## config.mk

```make
export PLATFORM = sky130hd
export DESIGN_NAME = stream_fifo
export DESIGN_NICKNAME = d
export VERILOG_FILES = /design/src/rtl/stream_fifo_ram.sv /design/src/rtl/stream_fifo.sv
export SDC_FILE = /design/constraint.sdc
export NUM_CORES = 1
export LEC_CHECK = 0
export ABC_AREA = 1
export CORE_MARGIN = 5
export CORE_UTILIZATION = 25
export DETAILED_ROUTE_END_ITERATION = 16
export DONT_BUFFER_PORTS = 1
export HOLD_SLACK_MARGIN = 0.06
export PLACE_DENSITY = 0.35
export SKIP_CTS_REPAIR_TIMING = 1
export SLEW_MARGIN = 15
export SYNTH_ARGS = -nofsm -noshare
export SYNTH_HDL_FRONTEND = slang
export SYNTH_HIERARCHICAL = 1
export SYNTH_SLANG_ARGS = --single-unit
```

## constraint.sdc

```tcl
create_clock -name clk -period 2.6 [get_ports clk]
set_input_delay 0.78 -clock clk [delete_from_list [all_inputs] [get_ports clk]]
set_output_delay 0.78 -clock clk [all_outputs]
set_load 0.03 [all_outputs]
```

## src/rtl/stream_fifo_ram.sv

```systemverilog
// Simple dual-port storage for stream_fifo: synchronous write, asynchronous read so the
// head word can be loaded into the output register on the same edge it is popped.
module stream_fifo_ram #(
  parameter int unsigned DW = 8,
  parameter int unsigned AW = 4
) (
  input  logic          i_clk,
  input  logic          i_we,
  input  logic [AW-1:0] i_waddr,
  input  logic [DW-1:0] i_wdata,
  input  logic [AW-1:0] i_raddr,
  output logic [DW-1:0] o_rdata
);

  logic [DW-1:0] r_mem [2**AW];

  always_ff @(posedge i_clk) begin
    if (i_we) begin
      r_mem[i_waddr] <= i_wdata;
    end
  end

  assign o_rdata = r_mem[i_raddr];

endmodule

```

## src/rtl/stream_fifo.sv

```systemverilog
// Elastic vld/rdy buffer: 2**AW-1 words of memory plus a registered head word, for a total
// capacity of 2**AW words with one cycle of latency through an empty FIFO.
module stream_fifo #(
  parameter int unsigned DW = 8,
  parameter int unsigned AW = 4
) (
  input  logic          clk,
  input  logic          rst,
  input  logic          in_vld,
  input  logic [DW-1:0] in_dat,
  output logic          in_rdy,
  output logic          out_vld,
  output logic [DW-1:0] out_dat,
  input  logic          out_rdy,
  output logic [AW:0]   cnt,
  output logic          full,
  output logic          empty
);

  localparam int unsigned DN = 2**AW;
  localparam logic [AW:0] CntFull = (AW+1)'(DN);

  logic [AW-1:0] r_wptr;
  logic [AW-1:0] r_rptr;
  logic [AW:0]   r_cnt;
  logic          r_out_vld;
  logic [DW-1:0] r_out_dat;

  logic [AW:0]   w_mem_cnt;
  logic          w_mem_empty;
  logic          w_wr;
  logic          w_rd;
  logic          w_load;
  logic          w_pop;
  logic          w_bypass;
  logic          w_we;
  logic [DW-1:0] w_rdata;

  // Words held in memory exclude the one sitting in the output register.
  assign w_mem_cnt   = r_cnt - {{AW{1'b0}}, r_out_vld};
  assign w_mem_empty = (w_mem_cnt == '0);

  assign full   = (r_cnt == CntFull);
  assign empty  = (r_cnt == '0);
  assign in_rdy = !full;

  assign w_wr     = in_vld & in_rdy;
  assign w_rd     = r_out_vld & out_rdy;
  assign w_load   = !r_out_vld | w_rd;
  assign w_pop    = w_load & !w_mem_empty;
  assign w_bypass = w_load & w_mem_empty & w_wr;
  assign w_we     = w_wr & !w_bypass;

  stream_fifo_ram #(
    .DW(DW),
    .AW(AW)
  ) u_ram (
    .i_clk  (clk),
    .i_we   (w_we),
    .i_waddr(r_wptr),
    .i_wdata(in_dat),
    .i_raddr(r_rptr),
    .o_rdata(w_rdata)
  );

  always_ff @(posedge clk or posedge rst) begin
    if (rst) begin
      r_wptr    <= '0;
      r_rptr    <= '0;
      r_cnt     <= '0;
      r_out_vld <= 1'b0;
      r_out_dat <= '0;
    end else begin
      if (w_we) begin
        r_wptr <= r_wptr + 1'b1;
      end
      if (w_pop) begin
        r_rptr <= r_rptr + 1'b1;
      end
      if (w_wr && !w_rd) begin
        r_cnt <= r_cnt + 1'b1;
      end else if (!w_wr && w_rd) begin
        r_cnt <= r_cnt - 1'b1;
      end
      // Memory head has priority; the bypass only fills a register with nothing behind it.
      if (w_pop) begin
        r_out_dat <= w_rdata;
        r_out_vld <= 1'b1;
      end else if (w_bypass) begin
        r_out_dat <= in_dat;
        r_out_vld <= 1'b1;
      end else if (w_load) begin
        r_out_vld <= 1'b0;
      end
    end
  end

  assign out_vld = r_out_vld;
  assign out_dat = r_out_dat;
  assign cnt     = r_cnt;

endmodule

```

==> results of run 1 <==
## path summary, 6_finish.rpt
path / end / slack [ns] / cells past startpoint
worst min-delay path: out_vld / 0.46 / 1
worst min register to register: cnt[0] / 0.55 / 1
worst max register to register: cnt[3] / 0.32 / 12
max in group asynchronous: r_rptr[0] / 1.51 / 1
min in group clk: u_ram/r_mem[9][5] / 0.46 / 0
worst max-delay path: empty / 0.21 / 5
## area by class of cell
type | count | area, um2
clock buffers | 18 | 429
fillers | 2937 | 19500
repair buffers | 29 | 243
clock inverters | 13 | 180
multi-input cells | 403 | 1880
well taps | 378 | 473
inverters | 133 | 499
flip-flops and latches | 150 | 4400
## layout by cell type (no fill, tap or decap)
cell        Yosys  routed
clkbuf_1        1       1
fa_1            1       1
clkinv_4        0       2
clkbuf_16       0      17
bufinv_16       0       4
ha_1            7       7
nand2_4         2       2
edfxtp_1      128     128
nor4_1          1       1
inv_1         126     126
xor2_1          1       1
dfrtp_1        22      21
xnor2_1         6       6
dfrtp_2         0       1
nor2_4          1       1
o21ai_1         4       4
nand3_2         3       3
buf_12          0       2
a21oi_1         5       5
buf_4           6      27
inv_6           0       2
clkinvlp_4      0       1
nand2_1       208     208
nand3b_1        2       2
nand2_2        11      11
inv_2           7       7
o21ai_0         1       1
clkinv_1        0       2
clkinv_2        0       2
nor2_1         21      21
nand3_1       129     129
## routing by layer
metal / global-route usage / up-vias / wire length, um
met5: 0 / - / 0
met4: 0.0409 / 0 / 312
met3: 0.0295 / 12 / 724
met2: 0.197 / 66 / 8770
met1: 0.167 / 2249 / 8730
li1: - / 2325 / -
## state kept, by name, summed over array words and instances, names as in the netlist
signal       cells
out_dat          8
u_ram/r_mem    128
r_wptr           4
cnt              5
r_rptr           4
out_vld          1
## critical path: stages (launching register included)
cell	delay [ns]
dfrtp_1	0.38
buf_4	0.18
inv_1	0.09
nand2_1	0.13
nor4_1	0.21
buf_4	0.21
## power by group through the flow
stage	registers (mW)	clock network, mW	logic, mW
after global placement	3.36	0	3.26
after CTS	3.32	2.66	3.29
after floorplan	3.41	0	2.21
after global routing	3.36	2.76	3.61
final	3.32	2.59	3.22
after detailed placement	3.37	0	3.28
## cell families after synthesis
group	Yosys count	share of synthesized area
AO/OA/AOI/OAI	10	0.00718
XOR/XNOR	7	0.00880
adder cells (fa/ha/maj)	8	0.0154
buffers and inverters	161	0.0998
flip-flops	150	0.631
AND/OR/NAND/NOR	378	0.238
## per-stage QoR
stage | area, um2 | cells | setup slack, ns
6_report | 8100 | 1124 | 0.211
5_1_grt | 8100 | 1124 | 0.111
4_1_cts | 8100 | 1124 | 0.194
3_5_place_dp | 7490 | 1093 | 0.321
3_3_place_gp | 7490 | 1093 | 0.364
2_1_floorplan | 6970 | 714 | 0.179
==> flow_summary.yaml, run 1 <==
cts:
  h-tree-depth: 4
  clkTransAtPathRegs_ns: 0.06
  cts_tree: "yes"
  cts_buffers: 17
  cts_root_buffer: "clkbuf_16"
  clock_latency_ns: 0.42
  clockBufferDepth: 2
  clock_sinks: 150
routing:
  routed_wl_um: 18500
  drt_iter0_drc: 312
  vias: 4652
  drc: 0
  antenna_left: 0
  dr.pass1.iters: 4
  wl_per_cell_um: 16.5
  avgViaCountPerCell: 4.14
grt:
  grt_pass1_wl_um: 28800
  grt_pass1_vias: 4820
  grt_remaining_overflow: 0
  antenna_found_initial: 0
  grt_max_degree: 68
  grt.total_usage: 0.124
die:
  num_rows: 61
  die_area_um2: 31300
  die_height_um: 177
  start_util: 0.252
  core_um2: 27600
  top_level_ports: 29
  die_w_um: 177
worst_hold_path:
  hold_class: "input pin to async pin"
logic_synthesis:
  synth.area.top_cells: "edfxtp_1 (55%), nand2_1 (11%), nand3_1 (9.3%)"
  synth_edf_count: 128
  synth.distinct_cells: 25
  netlist.area_leader.share: 0.552
  ys_ff_latch: 150
  ys_seq_area_frac: 0.631
  synthArstFlopShare: 0.147
  postSynthCellCount: 714
  ys.flop_type: "edfxtp_1"
  yosysWarnings: 6
  yosys-top-cells-count: "nand2_1 (208), nand3_1 (129), edfxtp_1 (128)"
  synth.avg_cell_area_um2: 9.76
  yosysTopAreaCell: "edfxtp_1"
  netlist_area_um2: 6970
  yosysMostFrequentCell: "nand2_1"
  syn_nets: 734
timing:
  fin_crit_sh: 0.919
  slew_headroom: 0.380
  fmax_ghz: 0.419
  whs_ns: 0.455
  hold_viol: 0
  final_max_slew_viol_count: 0
  setup_viol: 0
  rsz0062_at_grt: "no"
  min_period_ns: 2.39
  worst_slew_pin_slew_ns: 0.930
  setup_tns_ns: 0
  finalClockSkew_ns: 0.00775
power_and_ir_drop:
  p_per_area_nw_per_um2: 1130
  finalPower_mw: 9.12
  clockPowerShare: 0.284
  power_leakage_nw: 3.53
  intPower_mw: 5.56
  p_comb_frac: 0.353
  p_seq_frac: 0.363
  p_switching_mw: 3.57
  swShare: 0.391
  ir_drop_mv: 0.499
run:
  drv_cap: 0
finish:
  nets: 754
  antennaDiodeCount: 0
  synthToLayoutAreaGrowth_pct: 16.2
  layout-drive-gt1-share: 0.110
  postLayoutCoreUtil: 0.293
critical_path:
  path_class: "register to primary output"
  crit_required_ns: 1.82
  path_max_fanout: 3
  end_kind: "primary output"
  timing.rr.start: "cnt[0]"
  critPathLaunchType: "register"
  cp.arrival_ns: 1.61
  startpoint: "cnt[3]"
place:
  dp.final_hpwl_um: 11900
  gp_congestion: 0.841
  place.port_buffers: 0
outcome:
  status: "finished, final reports clean"
Note: power is estimated with default switching activity, not from simulation.
==> run 2, diff against run 1 <==
SYNTH_HIERARCHICAL = unset   (was 1)
clock period = 2.5 ns   (was 2.6 ns; I/O delays follow)
==> run 2 against run 1 <==
- non-clock buffer count rose by 3
- sequential power rose by 5%
- sequential cell count did not move
==> flow_summary.yaml, run 2 <==
power_and_ir_drop:
  power_leakage_nw: 3.35
  p_per_area_nw_per_um2: 1190
  clockPowerShare: 0.293
  swShare: 0.381
  p_comb_frac: 0.341
  intPower_mw: 5.86
  p_switching_mw: 3.60
  finalPower_mw: 9.47
  ir_drop_mv: 0.464
  p_seq_frac: 0.366
logic_synthesis:
  syn_nets: 692
  synth_edf_count: 128
  yosys-top-cells-count: "nand2_1 (236), edfxtp_1 (128), nand3_1 (93)"
  yosysWarnings: 0
  synth.area.top_cells: "edfxtp_1 (57%), nand2_1 (13%), dfrtp_1 (8.2%)"
  synthArstFlopShare: 0.147
  netlist_area_um2: 6740
  ys_seq_area_frac: 0.652
  synth.avg_cell_area_um2: 10.1
  postSynthCellCount: 668
  yosysTopAreaCell: "edfxtp_1"
  ys.flop_type: "edfxtp_1"
  yosysMostFrequentCell: "nand2_1"
  netlist.area_leader.share: 0.570
  synth.distinct_cells: 24
  ys_ff_latch: 150
cts:
  clock_latency_ns: 0.42
  cts_buffers: 17
  cts_tree: "yes"
  clkTransAtPathRegs_ns: 0.06
  clock_sinks: 150
  cts_root_buffer: "clkbuf_16"
  h-tree-depth: 4
  clockBufferDepth: 2
finish:
  final_cell_mix: "nand2_1 (236), edfxtp_1 (128), nand3_1 (93)"
  largest_reg_flops: 128
  antennaDiodeCount: 0
  layout.cells.non_filler: 1047
  layout_commonest_cell: "nand2_1"
  fillCellCount: 2826
  layout-drive-gt1-share: 0.106
  synthToLayoutAreaGrowth_pct: 17.8
  top_register: "u_ram.r_mem"
  nets: 717
timing:
  setup_tns_ns: 0
  worst_slew_pin_slew_ns: 0.607
  slew_headroom: 0.593
  fin_ws_ns: 0.188
  hold_viol: 0
  finalClockSkew_ns: 0.00634
  fmax_ghz: 0.432
  setup_viol: 0
  rsz0062_at_grt: "no"
  final_max_slew_viol_count: 0
  whs_ns: 0.266
  fin_crit_sh: 0.925
  min_period_ns: 2.31
grt:
  grt_pass1_wl_um: 27800
  grt.total_usage: 0.122
  antenna_found_initial: 0
  grt_remaining_overflow: 0
  grt_pass1_vias: 4671
  grt_max_degree: 65
routing:
  vias: 4492
  wl_per_cell_um: 17.2
  routed_wl_um: 18000
  dr.pass1.iters: 5
  avgViaCountPerCell: 4.29
  antenna_left: 0
  drc: 0
  drt_iter0_drc: 418
place:
  gp_congestion: 0.788
  pre_cts_slack_ns: 0.116
  place.port_buffers: 0
  placed_cells: 1015
  dp.final_hpwl_um: 11900
die:
  top_level_ports: 29
  die_w_um: 174
  core_um2: 26700
  die_height_um: 174
  num_rows: 60
  die_area_um2: 30300
  start_util: 0.252
critical_path:
  cp_cell_sequence: "nor2_2 -> nand4_4 -> nand2_2 -> inv_1 -> ha_1 -> inv_2 -> ha_1 -> a21oi_1 -> o21ai_0 -> a21oi_1 -> o21ai_0 -> nand2_1 -> nand2_1"
  critPathLaunchType: "register"
  cp.arrival_ns: 2.61
  crit_required_ns: 2.80
  end_kind: "register"
  path_class: "register to register"
  max_stage_delay_ns: 0.41
  path_max_fanout: 7
  critPathSlowestCell: "dfrtp_2"
worst_hold_path:
  hold_class: "input pin to async pin"
run:
  drv_cap: 0
outcome:
  status: "finished, final reports clean"
run 2: cell types whose count changed in the layout (fill, tap and decap cells not counted), moves of 7 or more:
| cell | delta |
|---|---|
| xor2_1 | +7 |
| nand2_1 | +28 |
| nand3_1 | -36 |
| nand2_2 | -8 |
| o21ai_0 | +15 |
| inv_1 | -38 |
run 2: stage by stage:
step / area (um2) / utilization
after floorplan: 6750 / -
after global placement: 7300 / 0.273
after detailed placement: 7300 / 0.273
after CTS: 7940 / 0.297
after global routing: 7940 / 0.297
final: 7940 / 0.297
run 2: kinds of logic after synthesis:
family	share of synthesized area
AO/OA/AOI/OAI	0.0201
XOR/XNOR	0.0130
adder cells (fa/ha/maj)	0.0234
buffers and inverters	0.0707
flip-flops	0.652
AND/OR/NAND/NOR	0.221
run 2: final cells by class:
class	count	area (um2)	share of cell area
clock buffer	18	429	0.0541
clock inverter	14	208	0.0262
inverter	92	345	0.0435
multi-input combinational	400	1880	0.237
sequential	150	4400	0.554
tap	341	427	0.0538
timing repair buffer	32	253	0.0318
run 2: worst paths after layout:
check / from / end / slack, ns / cells after the start
worst max-delay path: cnt[2] / cnt[4] / 0.19 / 13
worst min-delay path: rst / r_wptr[1] / 0.27 / 2
worst max register to register: cnt[2] / cnt[4] / 0.19 / 13
worst min register to register: r_wptr[0] / r_wptr[0] / 0.57 / 1
max in group asynchronous: rst / r_rptr[0] / 1.97 / 2
min in group clk: in_dat[3] / u_ram.r_mem[11][3] / 0.43 / 0
run 2: critical path: cells and delay by family, from the launching register on:
kind | cells | cell delay [ns]
compound gates | 4 | 0.57
simple gates | 5 | 0.53
fa+ha+maj | 2 | 0.49
flops | 1 | 0.41
buf+inv | 2 | 0.19
run 2: power by group through the flow:
| stage | clock network (mW) | registers, mW | logic (mW) |
|---|---|---|---|
| finish | 2.78 | 3.47 | 3.22 |
| global route | 2.97 | 3.51 | 3.64 |
| CTS | 2.85 | 3.47 | 3.30 |
| detailed placement | 0 | 3.52 | 3.28 |
| global placement | 0 | 3.53 | 3.26 |
| floorplan | 0 | 3.54 | 2.19 |
run 2: routing by layer:
metal  GRT usage  part of all wire  vias up
met1       0.162              0.47     2211
met5           0                 0        -
met2       0.204              0.49       54
li1            -                 -     2215
met4      0.0287            0.0089        0
met3      0.0283             0.032       12
==> run 3, diff against run 2 <==
CAP_MARGIN = 25   (was unset)
==> results of run 3 <==
The final DEF is identical to that of run 2; final timing and power are the same.
